### config.mk
export PLATFORM = sky130hd
export DESIGN_NAME = shift_add_multiplier
export DESIGN_NICKNAME = d
export VERILOG_FILES = /design/src/rtl/shift_add_multiplier.sv
export SDC_FILE = /design/constraint.sdc
export NUM_CORES = 1
export LEC_CHECK = 0
export ABC_AREA = 1
export CAP_MARGIN = 0
export CELL_PAD_IN_SITES_DETAIL_PLACEMENT = 0
export CELL_PAD_IN_SITES_GLOBAL_PLACEMENT = 1
export CORE_ASPECT_RATIO = 0.8
export CORE_MARGIN = 5
export CORE_UTILIZATION = 38
export DETAILED_ROUTE_END_ITERATION = 7
export PLACE_DENSITY = 0.83
export SYNTH_ARGS = -nofsm -noshare
export SYNTH_HDL_FRONTEND = slang
export SYNTH_SLANG_ARGS = --single-unit
### constraint.sdc
create_clock -name i_clk -period 4.1 [get_ports i_clk]
set_input_delay 0.41 -clock i_clk [delete_from_list [all_inputs] [get_ports i_clk]]
set_output_delay 0.41 -clock i_clk [all_outputs]
set_load 0.01 [all_outputs]
### src/rtl/shift_add_multiplier.sv
// Sequential unsigned WIDTH x WIDTH shift-and-add multiplier controller.
// The adder is external: this block presents its operands from registers
// and folds the returned sum/carry back into the accumulator.
module shift_add_multiplier #(
  parameter int WIDTH = 4
) (
  input  logic               i_clk,
  input  logic               i_rst,
  input  logic               i_start,
  input  logic [WIDTH-1:0]   i_multiplicand,
  input  logic [WIDTH-1:0]   i_multiplier,
  output logic               o_busy,
  output logic               o_done,
  output logic [2*WIDTH-1:0] o_product,
  output logic [WIDTH-1:0]   o_add_a,
  output logic [WIDTH-1:0]   o_add_b,
  output logic               o_add_cin,
  input  logic [WIDTH-1:0]   i_add_sum,
  input  logic               i_add_cout
);

  localparam int CNT_W = $clog2(WIDTH) + 1;

  typedef enum logic [1:0] {
    S_IDLE  = 2'd0,
    S_ADD   = 2'd1,
    S_SHIFT = 2'd2,
    S_DONE  = 2'd3
  } state_t;

  state_t               r_state;
  state_t               w_state_next;
  logic [WIDTH-1:0]     r_a;
  logic [WIDTH-1:0]     r_q;
  logic [WIDTH-1:0]     r_m;
  logic                 r_c;
  logic [CNT_W-1:0]     r_cnt;
  logic [2*WIDTH-1:0]   r_product;
  logic                 w_last_shift;

  // The final shift happens when the bit counter is about to reach zero.
  assign w_last_shift = (r_cnt == CNT_W'(1));

  // State register.
  always_ff @(posedge i_clk or posedge i_rst) begin
    if (i_rst) begin
      r_state <= S_IDLE;
    end else begin
      r_state <= w_state_next;
    end
  end

  // Next-state decode: IDLE waits for start, then ADD/SHIFT alternate WIDTH times.
  always_comb begin
    w_state_next = r_state;
    case (r_state)
      S_IDLE:  if (i_start) w_state_next = S_ADD;
      S_ADD:   w_state_next = S_SHIFT;
      S_SHIFT: w_state_next = w_last_shift ? S_DONE : S_ADD;
      S_DONE:  w_state_next = S_IDLE;
      default: w_state_next = S_IDLE;
    endcase
  end

  // Datapath: operand capture, conditional accumulate, and the {C,A,Q} right shift.
  always_ff @(posedge i_clk or posedge i_rst) begin
    if (i_rst) begin
      r_a       <= '0;
      r_q       <= '0;
      r_m       <= '0;
      r_c       <= 1'b0;
      r_cnt     <= '0;
      r_product <= '0;
    end else begin
      case (r_state)
        S_IDLE: begin
          if (i_start) begin
            r_m   <= i_multiplicand;
            r_q   <= i_multiplier;
            r_a   <= '0;
            r_c   <= 1'b0;
            r_cnt <= CNT_W'(WIDTH);
          end
        end
        S_ADD: begin
          if (r_q[0]) begin
            r_c <= i_add_cout;
            r_a <= i_add_sum;
          end else begin
            r_c <= 1'b0;
          end
        end
        S_SHIFT: begin
          r_c   <= 1'b0;
          r_a   <= {r_c, r_a[WIDTH-1:1]};
          r_q   <= {r_a[0], r_q[WIDTH-1:1]};
          r_cnt <= r_cnt - CNT_W'(1);
          // Latch the shifted {A,Q} so the product is already valid while done is high.
          if (w_last_shift) begin
            r_product <= {r_c, r_a, r_q[WIDTH-1:1]};
          end
        end
        default: begin
        end
      endcase
    end
  end

  // Status decoded from the registered state only, so it cannot glitch.
  assign o_busy    = (r_state != S_IDLE);
  assign o_done    = (r_state == S_DONE);
  assign o_product = r_product;

  // Adder operands come straight from registers, so there is no loop through the adder.
  assign o_add_a   = r_a;
  assign o_add_b   = r_m;
  assign o_add_cin = 1'b0;

endmodule
==> impl_metrics.py <==
metrics = {
    "run_status": {
        "outcome": "completed",
    },
    "clocking": {
        "cts.htree.levels": 1,
        "clock_path_buffers": 2,
        "cts_post_setup_buffers_inserted": 0,
        "tritoncts": "built",
        "clk_transition_reported_paths_ns": 0.09,
        "cts_sinks": 26,
        "cts.repair.resized": 0,
        "cts_made_buffers": 3,
        "ctsHoldBuffers": 0,
        "clock_tree_root_driver_cell": "clkbuf_8",
        "worstSkewPairLatency_ns": 0.27,
    },
    "floorplan": {
        "design.core.area_mm2": 0.00352,
        "fp-row-count": 19,
        "die_area_mm2": 0.00504,
        "io_pins": 35,
        "die_y_um": 64.5,
        "die_span_in_x_um": 78.2,
        "initial_core_util": 0.401,
    },
    "layout": {
        "drive_above_1_share": 0.117,
        "mostFrequentLayoutCell": "nand2_1",
        "finalNonFillerCells": 239,
        "final_util": 0.516,
        "nNetsFinal": 223,
        "n_antenna_cell": 0,
        "most-common-layout-cells": "nand2_1 (58), clkdlybuf4s50_1 (33), dfrtp_1 (26)",
        "areaGrowthSynthToFinish_pct": 28.5,
    },
    "global_route": {
        "globalRouteOverflowTotal": 0,
        "first_global_vias": 1081,
        "grt_usage": 0.121,
        "grt_start_max_net_pins": 27,
        "global_route_wire_length_before_repair_mm": 4.98,
        "antenna_found_initial": 0,
    },
    "timing": {
        "setup_slack_ns": 1.77,
        "timing.final.crit_period_ns": 2.33,
        "report.final.hold_viol_count": 0,
        "final_max_slew_viol_count": 0,
        "clock_skew_ns": 0.00475,
        "worst_slew_pin_slew_ns": 0.951,
        "setup_repair_after_global_routing_missed_its_margin": "no",
        "tcrit_tclk_final": 0.569,
        "hold-worst-slack_ns": 0.486,
        "fin_setup_tns_ns": 0,
        "fmax_mhz": 429,
        "setup_violations": 0,
        "slew_headroom": 0.365,
    },
    "hold_path": {
        "hold_path_class": "reg -> reg",
        "holdPathStages": 2,
    },
    "worst_setup_path": {
        "cp_num_buf_inv": 3,
        "reg2reg_depth": 6,
        "critPathLaunchType": "flop",
        "worstPathArrival_ns": 1.92,
        "critical_path_sink": "o_busy",
        "depth_of_the_critical_timing_path_with_buffers_and_inverters_included": 4,
        "critical_path.endpoint_type": "output pin",
        "worstSetupStartpoint": "r_state[0]",
        "r2r_slack_ns": 2.21,
        "crit_path_max_incr_delay_ns": 0.50,
        "worstPathCellList": "inv_1 -> ha_1 -> inv_1 -> clkdlybuf4s50_1",
        "crit_path_top_cell_by_count": "inv_1",
        "timing.critical_path.required_ns": 3.69,
        "top_family_by_delay_on_critical_path": "buffers and inverters",
        "crit_path_max_fanout": 8,
        "critPathKind": "reg -> out",
        "worst_path_max_delay_cell": "clkdlybuf4s50_1",
        "rr_endpoint": "r_q[0]",
        "crit-reg2reg-launch": "r_state[0]",
    },
    "synth": {
        "yosys_most_used_dff": "dfrtp_1",
        "post_synthesis_area_per_instance_um2": 8.56,
        "yosysWarnings": 0,
        "postSynthRegisterBits": 26,
        "muxShareOfSynthArea": 0,
        "yosys.area.top_type_share": 0.461,
        "synth_area_leaders": "dfrtp_1 (46%), nand2_1 (15%), ha_1 (8.0%), inv_1 (5.0%), o21ai_0 (3.9%)",
        "synthesis.area_mm2": 0.00141,
        "yosys.area_share.adder": 0.0797,
        "synth-compound-area-share": 0.105,
        "synthesis.nets": 190,
        "synth_cells": 165,
        "synth_xor_area_frac": 0,
        "yosys.cell_types.count": 21,
        "ys_seq_area_frac": 0.461,
        "share_of_synthesized_cell_area_in_and_or_nand_and_nor_gates": 0.258,
        "async_flop_share": 1.00,
        "synth_top_family_by_area": "simple AND/OR/NAND/NOR gates",
        "synth_area_leader_cell": "dfrtp_1",
        "synth_enable_flop_cells": 0,
    },
    "job": {
        "timing.max_cap.violations": 0,
    },
    "place": {
        "numPortBuffers": 33,
        "detailedPlace.worstSlack_ns": 2.04,
        "last_weighted_congestion_value_of_the_routability_driven_placer": 0.767,
        "post-place-cells": 235,
        "detailed_place_hpwl_mm": 2.30,
    },
    "drt": {
        "drt_drc_violations_left": 0,
        "route.detailed.vias_per_inst": 4.58,
        "routed_wirelength_mm": 2.89,
        "drtIter0Drc": 62,
        "wire_per_inst_um": 12.1,
        "firstDrtPassIters": 4,
        "ant_nets": 0,
        "detailroute.via_count": 1095,
    },
    "pwr": {
        "powerDensity_mw_per_mm2": 770,
        "total_leakage_power_nw": 0.878,
        "vdd_ir_drop_max_mv": 0.295,
    },
}
[per-stage QoR]
stage	total power, W	cell area [um^2]
floorplan	0.000956	1410
global placement	0.00118	1740
detailed placement	0.00120	1740
CTS	0.00142	1820
global route	0.00152	1820
finish	0.00140	1820
[synthesized netlist by cell type, types with 2 or more instances]
master / instances
nand2_4: 4
dfrtp_1: 26
ha_1: 9
buf_4: 2
nand2_2: 4
o21ai_2: 6
inv_1: 19
o21ai_0: 11
nand3_1: 8
a21oi_1: 5
nor2_1: 4
nand2_1: 58
[flip-flops by register name (all words and copies together), names as in the netlist]
| register | count |
|---|---|
| r_q | 4 |
| r_cnt | 3 |
| o_add_b | 4 |
| r_c | 1 |
| r_state | 2 |
| o_add_a | 4 |
| o_product | 8 |
[worst reg2reg max path, cell delays in order, from the launching register on]
cell and delay (ns):
dfrtp_1 0.43, inv_1 0.17, ha_1 0.46, inv_4 0.12
o21ai_4 0.43, nand2_1 0.14, o21ai_2 0.08
[metal layers]
layer  track usage  part of all wire
met1         0.164              0.50
met5             0                 0
met3        0.0346             0.047
met2         0.197              0.45
met4        0.0197                 0
[where the power goes]
part	total, W	internal [W]	switching (W)	leakage, nW
Combinational	0.000732	0.000320	0.000412	0.505
Sequential	0.000456	0.000373	0.0000829	0.338
Clock	0.000210	0.000131	0.0000796	0.0357
[worst min path at each step]
stage                           from          to  slack (ns)
final                     o_add_b[2]  o_add_b[2]        0.49
after global routing      o_add_b[0]  o_add_b[0]        0.51
after CTS                 o_add_b[2]  o_add_b[2]        0.49
after detailed placement  o_add_b[2]  o_add_b[2]        0.47
after global placement    o_add_b[0]  o_add_b[0]        0.46
after floorplan                i_rst  o_add_a[0]        0.45
[cells by family (layout without fill, tap and decap cells)]
logic type,Yosys count,in the layout
simple gates,80,80
buf+inv,26,58
compound gates,23,23
fa+ha+maj,9,9
flops,26,26
other cells,1,1
[layout make-up]
type / count / area, um^2
sequential: 26 / 651
inverter: 21 / 81.3
timing repair buffer: 33 / 330
tap: 42 / 52.6
clock inverter: 1 / 30.0
clock buffer: 3 / 41.3
fill: 349 / 1700
multi-input combinational: 113 / 629
Power figures use the tool's default switching activity.
